[src/rtl/xclk_strobe_tx_pkg.sv]
// xclk_strobe_tx_pkg: state encodings and defaults shared by both ends of the strobe crossing
package xclk_strobe_tx_pkg;

    typedef enum logic {
        ST_IDLE = 1'b0,
        ST_WAIT = 1'b1
    } state_e;

    localparam int CNT_W_DEF       = 4;
    localparam int SYNC_STAGES_DEF = 2;

endpackage

[src/rtl/xclk_sync_bit.sv]
// xclk_sync_bit: multi-flop level synchronizer for a single asynchronous bit
module xclk_sync_bit #(
    parameter int STAGES = 2
) (
    input  logic clk,
    input  logic rst_n,
    input  logic d,
    output logic q
);

    if (STAGES < 2) begin : g_bad_stages
        $error("xclk_sync_bit needs at least 2 stages");
    end

    logic [STAGES-1:0] sync_q;
    logic [STAGES-1:0] sync_d;

    always_comb sync_d = {sync_q[STAGES-2:0], d};

    always_ff @(posedge clk) begin
        if (!rst_n) sync_q <= '0;
        else        sync_q <= sync_d;
    end

    assign q = sync_q[STAGES-1];

endmodule

[src/rtl/xclk_strobe_tx.sv]
// xclk_strobe_tx: source side of a toggle-handshake strobe crossing with a saturating backlog counter
module xclk_strobe_tx
    import xclk_strobe_tx_pkg::*;
#(
    parameter int CNT_W       = CNT_W_DEF,
    parameter int SYNC_STAGES = SYNC_STAGES_DEF
) (
    input  logic             clk,
    input  logic             rst_n,
    input  logic             in_stb,
    output logic             xreq,
    input  logic             xack,
    output logic [CNT_W-1:0] pending,
    output logic             busy,
    input  logic             stat_clr,
    output logic             overflow,
    output logic             err
);

    state_e           state_q, state_d;
    logic             xreq_q, xreq_d;
    logic [CNT_W-1:0] pending_q, pending_d;
    logic             overflow_q, overflow_d;
    logic             err_q, err_d;
    logic             ack_s;
    logic             launch;
    logic             stray;
    logic [CNT_W:0]   sum;

    xclk_sync_bit #(.STAGES(SYNC_STAGES)) u_ack_sync (
        .clk   (clk),
        .rst_n (rst_n),
        .d     (xack),
        .q     (ack_s)
    );

    // sum cannot underflow: launch only fires when pending!=0 or in_stb
    always_comb begin
        launch     = (state_q == ST_IDLE) && ((pending_q != '0) || in_stb);
        sum        = {1'b0, pending_q} + (CNT_W+1)'(in_stb) - (CNT_W+1)'(launch);
        pending_d  = sum[CNT_W] ? {CNT_W{1'b1}} : sum[CNT_W-1:0];
        xreq_d     = xreq_q ^ launch;
        state_d    = launch ? ST_WAIT :
                     ((state_q == ST_WAIT) && (ack_s == xreq_q)) ? ST_IDLE : state_q;
        stray      = (state_q == ST_IDLE) && (ack_s != xreq_q);
        overflow_d = sum[CNT_W] | (overflow_q & ~stat_clr);
        err_d      = stray | (err_q & ~stat_clr);
    end

    always_ff @(posedge clk) begin
        if (!rst_n) begin
            state_q    <= ST_IDLE;
            xreq_q     <= 1'b0;
            pending_q  <= '0;
            overflow_q <= 1'b0;
            err_q      <= 1'b0;
        end else begin
            state_q    <= state_d;
            xreq_q     <= xreq_d;
            pending_q  <= pending_d;
            overflow_q <= overflow_d;
            err_q      <= err_d;
        end
    end

    assign xreq     = xreq_q;
    assign pending  = pending_q;
    assign busy     = (state_q == ST_WAIT) || (pending_q != '0);
    assign overflow = overflow_q;
    assign err      = err_q;

endmodule

[config.mk]
export PLATFORM = sky130hd
export DESIGN_NAME = xclk_strobe_tx
export DESIGN_NICKNAME = d
export VERILOG_FILES = /design/src/rtl/xclk_strobe_tx_pkg.sv /design/src/rtl/xclk_sync_bit.sv /design/src/rtl/xclk_strobe_tx.sv
export SDC_FILE = /design/constraint.sdc
export NUM_CORES = 1
export LEC_CHECK = 0
export CAP_MARGIN = 20
export CORE_AREA = 2 2 39 41
export DETAILED_ROUTE_END_ITERATION = 10
export DIE_AREA = 0 0 41 43
export PLACE_DENSITY = 0.8
export SLEW_MARGIN = 5
export SYNTH_ARGS = -nofsm -noshare
export SYNTH_HDL_FRONTEND = slang
export SYNTH_HIERARCHICAL = 1
export SYNTH_SLANG_ARGS = --single-unit
[constraint.sdc]
create_clock -name clk -period 8.6 [get_ports clk]
set_input_delay 2.58 -clock clk [delete_from_list [all_inputs] [get_ports clk]]
set_output_delay 2.58 -clock clk [all_outputs]
set_load 0.01 [all_outputs]
# Word level (Yosys, flattened, before mapping)
# Index checks and enable logic that the tools add are counted.
op_classes:
  n_addsub: 2
  multipliers: 0
  div: 0
  order_cmp: 0
  eq_ne: 2
  shifts: 0
  mux: 3
  n_bitwise: 7
  reduce_logical: 7
ops:
  columns: ["op", "count"]
  rows:
  - ["$add 4x1->5", 1]
  - ["$sub 5x1->5", 1]
  - ["$mux 4", 1]
  - ["$reduce_bool 4->1", 1]
  - ["$logic_and 1x1->1", 3]
  - ["$and 1x1->1", 2]
  - ["$logic_or 1x1->1", 2]
  - ["$mux 1", 2]
  - ["$not 1->1", 2]
  - ["$or 1x1->1", 2]
  - ["$reduce_bool 2->1", 1]
  - ["$eq 1x1->1", 1]
  - ["$ne 1x1->1", 1]
  - ["$xor 1x1->1", 1]
totals:
  reg_bits: 10
  latch_bits: 0
  ram_bits: 0
  romBits: 0
  in_bits: 5
  elab_cells: 27
  mem_count: 0

# Longest topological paths before layout
# Gate-level depths: netlist (run 1).
depth:
  ltp_word: 5
  mapped_depth: 12
  ltp_nobuf: 12

# By module
# Netlist (run 1), hierarchy kept.
modules_own_cells:
  columns: ["mod", "instances", "cells_each", "area_each_um2", "seq_area_each_um2"]
  rows:
  - ["xclk_strobe_tx", 1, 64, 561.8, 160.2]
  - ["xclk_sync_bit", 1, 4, 52.6, 40.0]

# Worst setup path before layout (run 1)
# Ideal clock, no wire load.
synth_timing:
  kind: "input -> register"
  from: "input port in_stb"
  to: "register pending_q[1] (netlist: pending[1])"
  setup_ns: 0.136
  arrival_ns: 4.464
  required_time_ns: 8.464
  slack_ns: 4.000
  stages: 10
  path_buffers: 0
  cell_sequence: "nor4b_1 > nor2_1 > ha_1 > inv_1 > ha_1 > inv_1 > fa_1 > nand2b_2 > a2111oi_0 > a211oi_1"
synth_between:
  elab_chain_len: 4
  word_cells_on_any_way: 5
synth_lines:
  columns: ["item", "line", "text"]
  rows:
  - ["start, declared", "xclk_strobe_tx.sv:10", "input logic in_stb,"]
  - ["$logic_or 1x1->1", "xclk_strobe_tx.sv:39", "launch = (state_q == ST_IDLE) && ((pending_q != '0) || in_stb);"]
  - ["$logic_and 1x1->1", "xclk_strobe_tx.sv:39", null]
  - ["net launch", "xclk_strobe_tx.sv:26", "logic launch;"]
  - ["$sub 5x1->5", "xclk_strobe_tx.sv:40", "sum = {1'b0, pending_q} + (CNT_W+1)'(in_stb) - (CNT_W+1)'(launch);"]
  - ["$mux 4", "xclk_strobe_tx.sv:41", "pending_d = sum[CNT_W] ? {CNT_W{1'b1}} : sum[CNT_W-1:0];"]
  - ["end signal, assigned", "xclk_strobe_tx.sv:60", "pending_q <= pending_d;"]
  - ["end, declared", "xclk_strobe_tx.sv:22", "logic [CNT_W-1:0] pending_q, pending_d;"]
# The timed path passes the listed nets, and every way through them passes these cells.
# A chain may end at the register's enable or synchronous reset.

# Worst setup path after layout (run 1)
# Same ends and word-level chain as after synthesis.

==> flow_summary.yaml, run 1 <==
worst_setup_path:
  required_ns: 8.73
  r2r_cells: 12
  start_kind: "input pin"
  cp_slowest_cell: "a2111oi_0"
  r2r_setup_slack_ns: 5.46
  reg2reg_to: "pending[1]"
  critPathKind: "in -> reg"
  worst_ep_arrival_time_ns: 5.23
  critPathCaptureType: "flip-flop"
  r2r_start: "pending[3]"
  critPathMaxStageDelay_ns: 0.45
  crit_chain: "clkdlybuf4s50_1, nor4b_1, nor2_1, ha_1, inv_1, ha_1, inv_1, fa_1, nand2b_2, a2111oi_0, a211oi_1"
  startpoint: "in_stb"
  crit_fanout: 7
clock_tree:
  clock-sinks: 10
  post_cts_buffers: 0
  ctsResizeCount: 0
  clk_path_buf_depth: 2
  clkLatencyLatePin_ns: 0.26
  htree_levels: 1
  cts_buffers: 3
  cts_hold_buf: 0
  cts_tree: "done"
  clkTransAtPathRegs_ns: 0.07
  clockRootBuffer: "clkbuf_4"
yosys:
  synthTopCellsByArea: "dfxtp_1, ha_1, inv_1"
  postSynthNetCount: 80
  synthXorXnorAreaFrac_pct: 2.851
  synth_area_per_cell_um2: 9.034
  synth_mux_area_share_pct: 1.629
  ys_seq_area_share_pct: 32.59
  yosys.area_share.simple_pct: 20.37
  synth_top_area_share_pct: 32.59
  yosys.area.top_type: "dfxtp_1"
  ys_types: 27
  synth_cells: 68
  synth_area_um2: 614.3
  synth_top_family_by_area: "compound AO/OA/AOI/OAI gates"
  yosys_warnings: 6
  synth_fa_ha_area_share_pct: 15.48
  ys_ff_latch: 10
  synth_compound_area_share_pct: 20.98
sta:
  max_slew_margin_pct: 70.33
  drv_slew: 0
  setup_tns_ns: 0
  fmax_mhz: 195.9
  min_period_ns: 5.105
  rsz0062_at_grt: "no"
  hold_viol: 0
  hold_ws_ns: 0.4392
  setup_ws_ns: 3.495
  tightest_slew_ns: 0.4338
  finClkSkew_ns: 0.001290
  fin_crit_sh_pct: 59.36
  setup_viol: 0
place:
  dp_cells: 96
  portBuffers: 12
  hpwl_um: 950.6
  place_congestion: 0.8517
  pre_cts_ws_ns: 3.257
  placed_cell_area_um2: 754.5
global_route:
  grtUsageTotal_pct: 16.62
  grt_max_degree: 10
  antenna_found_initial: 0
  grt_pass1_vias: 510
  overflow: 0
  grt_pass1_wl_mm: 2.063
drt:
  detail_route.wl_per_cell_um: 12.09
  ant_nets: 0
  via_per_inst: 5.300
  routed_wl_mm: 1.209
  drc: 0
  vias: 530
  dr.first_iter.drc_count: 6
  first_pass_iters: 4
outcome:
  status: "completed"
die:
  io_pins: 13
  die_area_mm2: 0.001763
  die_height_um: 43
  initial_core_util_pct: 44.39
  core_mm2: 0.001384
  die_w_um: 41
  rows: 14
power:
  power.density_mw_per_mm2: 436.4
  internal_power_uw: 192.6
  combPwrFrac_pct: 64.9
  sequentialPowerShare_pct: 22.9
  clkPwrFrac_pct: 12.2
  power_switching_uw: 152.5
  p_sw_share_pct: 44.20
  leakage_nw: 0.3368
  p_total_uw: 345.1
  ir_drop_uv: 190.1
layout:
  antenna_cells: 0
  fin_util_pct: 57.14
  n_fill_cell: 132
  final_area_um2: 790.8
  final_cells: 100
  post_route_cells_drive_above_1_share_pct: 9.524
  areaGrowthSynthToFinish_pct: 28.72
  nNetsFinal: 97
run:
  maxCapViolations: 0
min_path:
  hold_path_class: "reg -> reg"
  min_delay_worst_endpoint: "u_ack_sync/sync_q[1]"
  hold_start: "u_ack_sync/sync_q[0]"
  whs_path_depth: 1
[Yosys cell counts]
cell type / n
a21o_1: 2
nor2_1: 6
nor2_2: 1
nor2b_1: 2
nor2b_2: 1
nand2_1: 3
xnor2_1: 1
a2111oi_2: 1
a211oi_1: 4
o2111ai_1: 1
and2_1: 3
a21oi_1: 3
o21a_1: 1
mux2i_1: 1
ha_1: 6
or2b_1: 1
a2111o_1: 1
fa_1: 1
xor2_1: 1
nor4b_1: 1
nand3_1: 1
inv_1: 10
nand4b_1: 1
dfxtp_1: 10
nand4_1: 1
nand2b_2: 1
a2111oi_0: 3
[power groups by stage]
stage / Clock, mW / Combinational, mW / Sequential (mW)
floorplan: 0 / 0.150 / 0.0847
global placement: 0 / 0.216 / 0.0795
detailed placement: 0 / 0.223 / 0.0802
CTS: 0.0427 / 0.225 / 0.0791
global route: 0.0443 / 0.255 / 0.0815
finish: 0.0422 / 0.224 / 0.0790
[layer usage]
metal	vias up	wire (um)	global-route usage, %	part of all wire (%)
li1	275	-	-	-
met1	245	573	20.45	47
met2	8	587	27.81	49
met3	2	31	1.571	2.6
met4	0	17	6.667	1.4
met5	-	0	0	0
[layout by cell type, fill, tap and decap left out]
| cell type | netlist | routed |
|---|---|---|
| and2_1 | 3 | 3 |
| a2111o_1 | 1 | 1 |
| nor2b_1 | 2 | 2 |
| dfxtp_1 | 10 | 10 |
| nand4_1 | 1 | 1 |
| a21o_1 | 2 | 2 |
| o21a_1 | 1 | 1 |
| a2111oi_0 | 3 | 3 |
| nand2b_2 | 1 | 1 |
| xnor2_1 | 1 | 1 |
| nand4b_1 | 1 | 1 |
| nor4b_1 | 1 | 1 |
| a2111oi_2 | 1 | 1 |
| o2111ai_1 | 1 | 1 |
| xor2_1 | 1 | 1 |
| fa_1 | 1 | 1 |
| clkbuf_4 | 0 | 3 |
| a21oi_1 | 3 | 3 |
| clkbuf_8 | 0 | 1 |
| nand2_1 | 3 | 3 |
| nor2_2 | 1 | 1 |
| mux2i_1 | 1 | 1 |
| nor2b_2 | 1 | 1 |
| clkdlybuf4s50_1 | 0 | 12 |
| a211oi_1 | 4 | 4 |
| nand3_1 | 1 | 1 |
| inv_1 | 10 | 10 |
| or2b_1 | 1 | 1 |
| nor2_1 | 6 | 6 |
| ha_1 | 6 | 6 |
[area by class of cell]
type	instances	area, um2	share of cell area, %
multi-input combinational	48	376.6	47.63
sequential	10	200.2	25.32
timing repair buffer	12	120.1	15.19
inverter	10	37.54	4.747
clock buffer	4	36.28	4.589
tap	16	20.02	2.532
[logic make-up (layout without fill, tap and decap cells)]
family                   Yosys count  in the layout
AND/OR/NAND/NOR                   22             22
AO/OA/AOI/OAI                     16             16
flip-flops                        10             10
buffers and inverters             10             26
adder cells (fa/ha/maj)            7              7
XOR/XNOR                           2              2
multiplexers                       1              1
[worst max-delay path, delay by kind of cell]
family	cells	cell delay, ns
AO/OA/AOI/OAI	2	0.55
adder cells (fa/ha/maj)	3	0.85
AND/OR/NAND/NOR	3	0.70
buffers and inverters	3	0.55
[flip-flops by register name, indices dropped and copies added (netlist names)]
name               cells
err                    1
overflow               1
pending                4
state_q                1
u_ack_sync/sync_q      2
xreq                   1
[how the worst max path moves through the flow]
stage                  to  slack, ns
2_1_floorplan  pending[1]       4.00
3_3_place_gp     overflow       3.42
3_5_place_dp   pending[1]       3.26
4_1_cts        pending[1]       3.52
5_1_grt        pending[0]       3.27
6_report       pending[1]       3.49
No activity file was read; power rests on OpenSTA's default activity.
==> run 2, diff against run 1 <==
CORE_AREA = not set   (was 2 2 39 41)
CORE_MARGIN = 1   (was not set)
CORE_UTILIZATION = 47   (was not set)
DIE_AREA = not set   (was 0 0 41 43)
PLACE_DENSITY = 0.82   (was 0.8)
clock period = 4.9 ns   (was 8.6 ns; I/O delays follow)
==> run 2 against run 1 <==
  * Register-to-register slack worse by 3.6 ns
  * Global-route usage is 5.0 points higher
  * Routed wire length is 4.7% higher
  * Sequential share of layout area is 0.080 points higher
  * First-iteration DRC count is 50% higher
  * Largest cell class unchanged
  * Clock skew hardly changed
  * Power is 77% higher
  * Clock power is 82% higher
  * Final area is 0.32% lower
  * Non-clock buffer count stayed put
  * Combinational power is 76% higher
==> flow_summary.yaml, run 2 (same netlist as run 1, synthesis figures left out) <==
die:
  die_height_um: 38.16
  io_pins: 13
  initial_core_util_pct: 53.14
  rows: 12
  core_mm2: 0.001156
  die_w_um: 38.16
  die_area_mm2: 0.001456
sta:
  min_period_ns: 3.874
  fmax_mhz: 258.1
  max_slew_margin_pct: 73.72
  hold_ws_ns: 0.4368
  tightest_slew_ns: 0.3843
  hold_viol: 0
  rsz0062_at_grt: "no"
  finClkSkew_ns: 0.001446
  fin_crit_sh_pct: 79.06
  setup_tns_ns: 0
  drv_slew: 0
  setup_viol: 0
  setup_ws_ns: 1.026
drt:
  routed_wl_mm: 1.266
  detail_route.wl_per_cell_um: 12.92
  first_pass_iters: 2
  drc: 0
  ant_nets: 0
  vias: 534
  dr.first_iter.drc_count: 9
  via_per_inst: 5.449
layout:
  nNetsFinal: 97
  n_fill_cell: 100
  post_route_cells_drive_above_1_share_pct: 9.524
  multi_input_area_um2: 376.6
  largest_reg_flops: 4
  antenna_cells: 0
  areaGrowthSynthToFinish_pct: 28.31
  mostFrequentLayoutCells: "clkdlybuf4s50_1, inv_1, dfxtp_1"
  layout_commonest_cell: "clkdlybuf4s50_1"
  ff_latch_area_um2: 200.2
power:
  clkPwrFrac_pct: 12.6
  power_switching_uw: 272.2
  ir_drop_uv: 464.9
  combPwrFrac_pct: 64.6
  sequentialPowerShare_pct: 22.8
  power.density_mw_per_mm2: 774.1
  internal_power_uw: 338.0
  p_sw_share_pct: 44.62
  leakage_nw: 0.3368
global_route:
  grt_pass1_wl_mm: 2.014
  grtUsageMet3_pct: 5.233
  antenna_found_initial: 0
  overflow: 0
  grt_pass1_vias: 458
  grt_max_degree: 10
  gr-usage-met2_pct: 30.08
  globalRouteMet1Util_pct: 28.47
  grtUsageTotal_pct: 21.62
  busiest_layer: "met2"
clock_tree:
  htree_levels: 1
  cts_buffers: 3
  clock-sinks: 10
  clkLatencyLatePin_ns: 0.27
  cts_hold_buf: 0
  post_cts_buffers: 0
  clk_path_buf_depth: 2
  clkTransAtPathRegs_ns: 0.07
  clockRootBuffer: "clkbuf_4"
  cts_tree: "done"
  ctsResizeCount: 0
place:
  hpwl_um: 949
  pre_cts_ws_ns: 0.7765
  place_congestion: 0.7972
  portBuffers: 12
worst_setup_path:
  critPathKind: "in -> reg"
  crit_fanout: 7
  required_ns: 5.05
  cp_slowest_cell: "clkdlybuf4s50_1"
  start_kind: "input pin"
  critPathCaptureType: "flip-flop"
  worst_ep_arrival_time_ns: 4.02
  critPathMaxStageDelay_ns: 0.44
  crit_chain: "clkdlybuf4s50_1, nor4b_1, nor2_1, ha_1, inv_1, ha_1, inv_1, fa_1, nand2b_2, a2111oi_0, a211oi_1"
outcome:
  status: "completed"
run:
  maxCapViolations: 0
min_path:
  hold_path_class: "reg -> reg"
[run 2: cell counts in the layout (fill, tap and decap cells not counted)]
Identical to the previous run, type by type.
[run 2: layout make-up]
| cell class | count | share of cell area [%] |
|---|---|---|
| multi-input cells | 48 | 47.78 |
| flip-flops and latches | 10 | 25.40 |
| repair buffers | 12 | 15.24 |
| inverters | 10 | 4.762 |
| clock buffers | 4 | 4.603 |
| well taps | 14 | 2.222 |
[run 2: worst max-delay path, delay by kind of cell]
family	cells	cell delay, ns
simple gates	3	0.67
fa+ha+maj	3	0.82
buf+inv	3	0.56
compound gates	2	0.51
[run 2: worst paths after layout]
| check | start | end | slack (ns) | cells after the start |
|---|---|---|---|---|
| setup reg to reg | pending[3] | pending[0] | 1.86 | 12 |
| hold / removal | u_ack_sync/sync_q[0] | u_ack_sync/sync_q[1] | 0.44 | 1 |
| setup / recovery | in_stb | pending[0] | 1.03 | 11 |
| hold reg to reg | u_ack_sync/sync_q[0] | u_ack_sync/sync_q[1] | 0.44 | 1 |
[run 2: power by group through the flow]
| stage | clock network (mW) | registers (mW) | logic (mW) |
|---|---|---|---|
| floorplan | 0 | 0.149 | 0.264 |
| global placement | 0 | 0.139 | 0.381 |
| detailed placement | 0 | 0.141 | 0.390 |
| CTS | 0.0799 | 0.139 | 0.394 |
| global route | 0.0817 | 0.143 | 0.441 |
| finish | 0.0769 | 0.139 | 0.394 |
[run 2: metal layers]
layer | vias up | wire [um] | part of all wire (%)
li1 | 273 | - | -
met1 | 242 | 637 | 50
met2 | 14 | 529 | 42
met3 | 5 | 61 | 4.8
met4 | 0 | 38 | 3.0
met5 | - | 0 | 0
[run 2: metrics by stage]
step | instances | power, mW | utilization (%) | instance area [um2]
6_report | 98 | 0.6102 | 68.18 | 788.3
5_1_grt | 98 | 0.6659 | 68.18 | 788.3
4_1_cts | 98 | 0.6137 | 68.18 | 788.3
3_5_place_dp | 94 | 0.5315 | 65.04 | 752.0
3_3_place_gp | 94 | 0.5205 | 65.04 | 752.0
2_1_floorplan | 68 | 0.4125 | - | 614.3
==> run 3, diff against run 2 <==
clock period = 4 ns   (was 4.9 ns; I/O delays follow)
==> run 3 against run 2 <==
  * Global-route usage shrank 0.14 points
  * First-iteration DRC count grew to 3.2 times the previous value
  * Die area is the same
  * Worst hold slack gained 0.015 ns
  * Routed wire length shrank 3.2%
  * Sequential share of layout area is the same
  * Sequential cell count is the same
  * Largest power group unchanged
  * Core utilization is the same
  * Clock-buffer cell count is the same
  * Critical path type unchanged
  * Power grew 22%
  * Highest routed layer unchanged
  * Critical path depth is the same
==> flow_summary.yaml, run 3 (same netlist as run 1, synthesis figures left out) <==
worst_setup_path:
  critPathKind: "in -> reg"
  crit_family: "adder cells"
  worst_ep_arrival_time_ns: 3.77
  crit_fanout: 7
  r2r_start: "pending[3]"
  crit_chain: "clkdlybuf4s50_1, nor4b_1, nor2_1, ha_1, inv_1, ha_1, inv_1, fa_1, nand2b_2, a2111oi_0, a211oi_1"
  r2r_cells: 12
  critPathCaptureType: "flip-flop"
  start_kind: "input pin"
  timing.critical_path.buf_inv: 3
  r2r_setup_slack_ns: 0.89
  cp_slowest_cell: "clkdlybuf4s50_1"
  crit_cells: 11
  critPathMaxStageDelay_ns: 0.43
  required_ns: 4.13
  reg2reg_to: "overflow"
clock_tree:
  clockRootBuffer: "clkbuf_4"
  clock-sinks: 10
  ctsResizeCount: 0
  htree_levels: 1
  clk_path_buf_depth: 2
  cts_tree: "done"
  clkLatencyLatePin_ns: 0.27
  cts_buffers: 3
  clkTransAtPathRegs_ns: 0.07
  post_cts_buffers: 0
  cts_hold_buf: 0
die:
  initial_core_util_pct: 53.14
  core_mm2: 0.001156
  die_area_mm2: 0.001456
  io_pins: 13
  rows: 12
  die_height_um: 38.16
  die_w_um: 38.16
sta:
  finClkSkew_ns: 0.005840
  tightest_slew_ns: 0.4050
  max_slew_margin_pct: 72.30
  rsz0062_at_grt: "no"
  fmax_mhz: 275.0
  setup_tns_ns: 0
  min_period_ns: 3.636
  setup_viol: 0
  drv_slew: 0
  hold_viol: 0
  fin_crit_sh_pct: 90.89
min_path:
  whs_path_depth: 1
  hold_start: "u_ack_sync/sync_q[0]"
  hold_path_class: "reg -> reg"
  min_delay_worst_endpoint: "u_ack_sync/sync_q[1]"
place:
  portBuffers: 12
  hpwl_um: 971.7
  place_congestion: 0.8124
  placed_cell_area_um2: 752.0
drt:
  routed_wl_mm: 1.225
  via_per_inst: 5.469
  dr.first_iter.drc_count: 29
  ant_nets: 0
  drc: 0
  first_pass_iters: 4
  vias: 536
  detail_route.wl_per_cell_um: 12.50
power:
  ir_drop_uv: 563.1
  leakage_nw: 0.3368
  power.density_mw_per_mm2: 942.7
outcome:
  status: "completed"
layout:
  n_fill_cell: 98
  layout_commonest_cell: "clkdlybuf4s50_1"
  final_area_um2: 788.3
  largest_reg_flops: 4
  areaGrowthSynthToFinish_pct: 28.31
  nNetsFinal: 97
  antenna_cells: 0
  mostFrequentLayoutCells: "clkdlybuf4s50_1, inv_1, dfxtp_1"
  post_route_cells_drive_above_1_share_pct: 9.524
global_route:
  grt_pass1_wl_mm: 2.118
  overflow: 0
  grt_pass1_vias: 503
  grt_max_degree: 10
  antenna_found_initial: 0
  grtUsageTotal_pct: 21.48
run:
  maxCapViolations: 0
-- run 3: cell counts in the layout (fill, tap and decap cells not counted) --
Identical to the previous run, type by type.
-- run 3: layer usage --
layer,track usage (%),wire length (um),vias up
li1,-,-,274
met1,29.26,576,237
met2,33.90,563,23
met3,3.488,66,2
met4,8.036,19,0
met5,0,0,-
-- run 3: per-stage QoR --
step / util [%] / power, mW / instances / hold WS [ns] / setup WS (ns)
floorplan: - / 0.5053 / 68 / 0.4118 / 0.7804
global placement: 65.04 / 0.6356 / 94 / 0.4139 / 0.1914
detailed placement: 65.04 / 0.6533 / 94 / 0.4472 / 0.07433
CTS: 68.18 / 0.7471 / 98 / 0.4605 / 0.3377
global route: 68.18 / 0.8146 / 98 / 0.4609 / 0.06571
finish: 68.18 / 0.7431 / 98 / 0.4516 / 0.3642
-- run 3: how the worst max path moves through the flow --
stage | end | start
after global routing | pending[1] | in_stb
after floorplan | pending[1] | in_stb
after CTS | pending[1] | in_stb
after detailed placement | pending[1] | in_stb
after global placement | pending[0] | in_stb
final | overflow | in_stb
-- run 3: worst reg2reg max path: stages (launching register included) --
cell and delay (ns):
dfxtp_1 0.43, inv_1 0.19, ha_1 0.25, nor4b_1 0.15
nor2_1 0.23, ha_1 0.29, inv_1 0.06, ha_1 0.15
inv_1 0.05, fa_1 0.38, nand2b_2 0.26, a2111oi_0 0.43
a211oi_1 0.10
-- run 3: layout make-up --
class	instances	area, um2	share of cell area, %
repair buffers	12	120.1	15.24
multi-input cells	48	376.6	47.78
clock buffers	4	36.28	4.603
inverters	10	37.54	4.762
well taps	14	17.52	2.222
flip-flops and latches	10	200.2	25.40
-- run 3: power breakdown --
group          switching [mW]  internal, mW  total (mW)
sequential             0.0333         0.137       0.170
combinational           0.259         0.223       0.482
clock                  0.0361        0.0553      0.0914
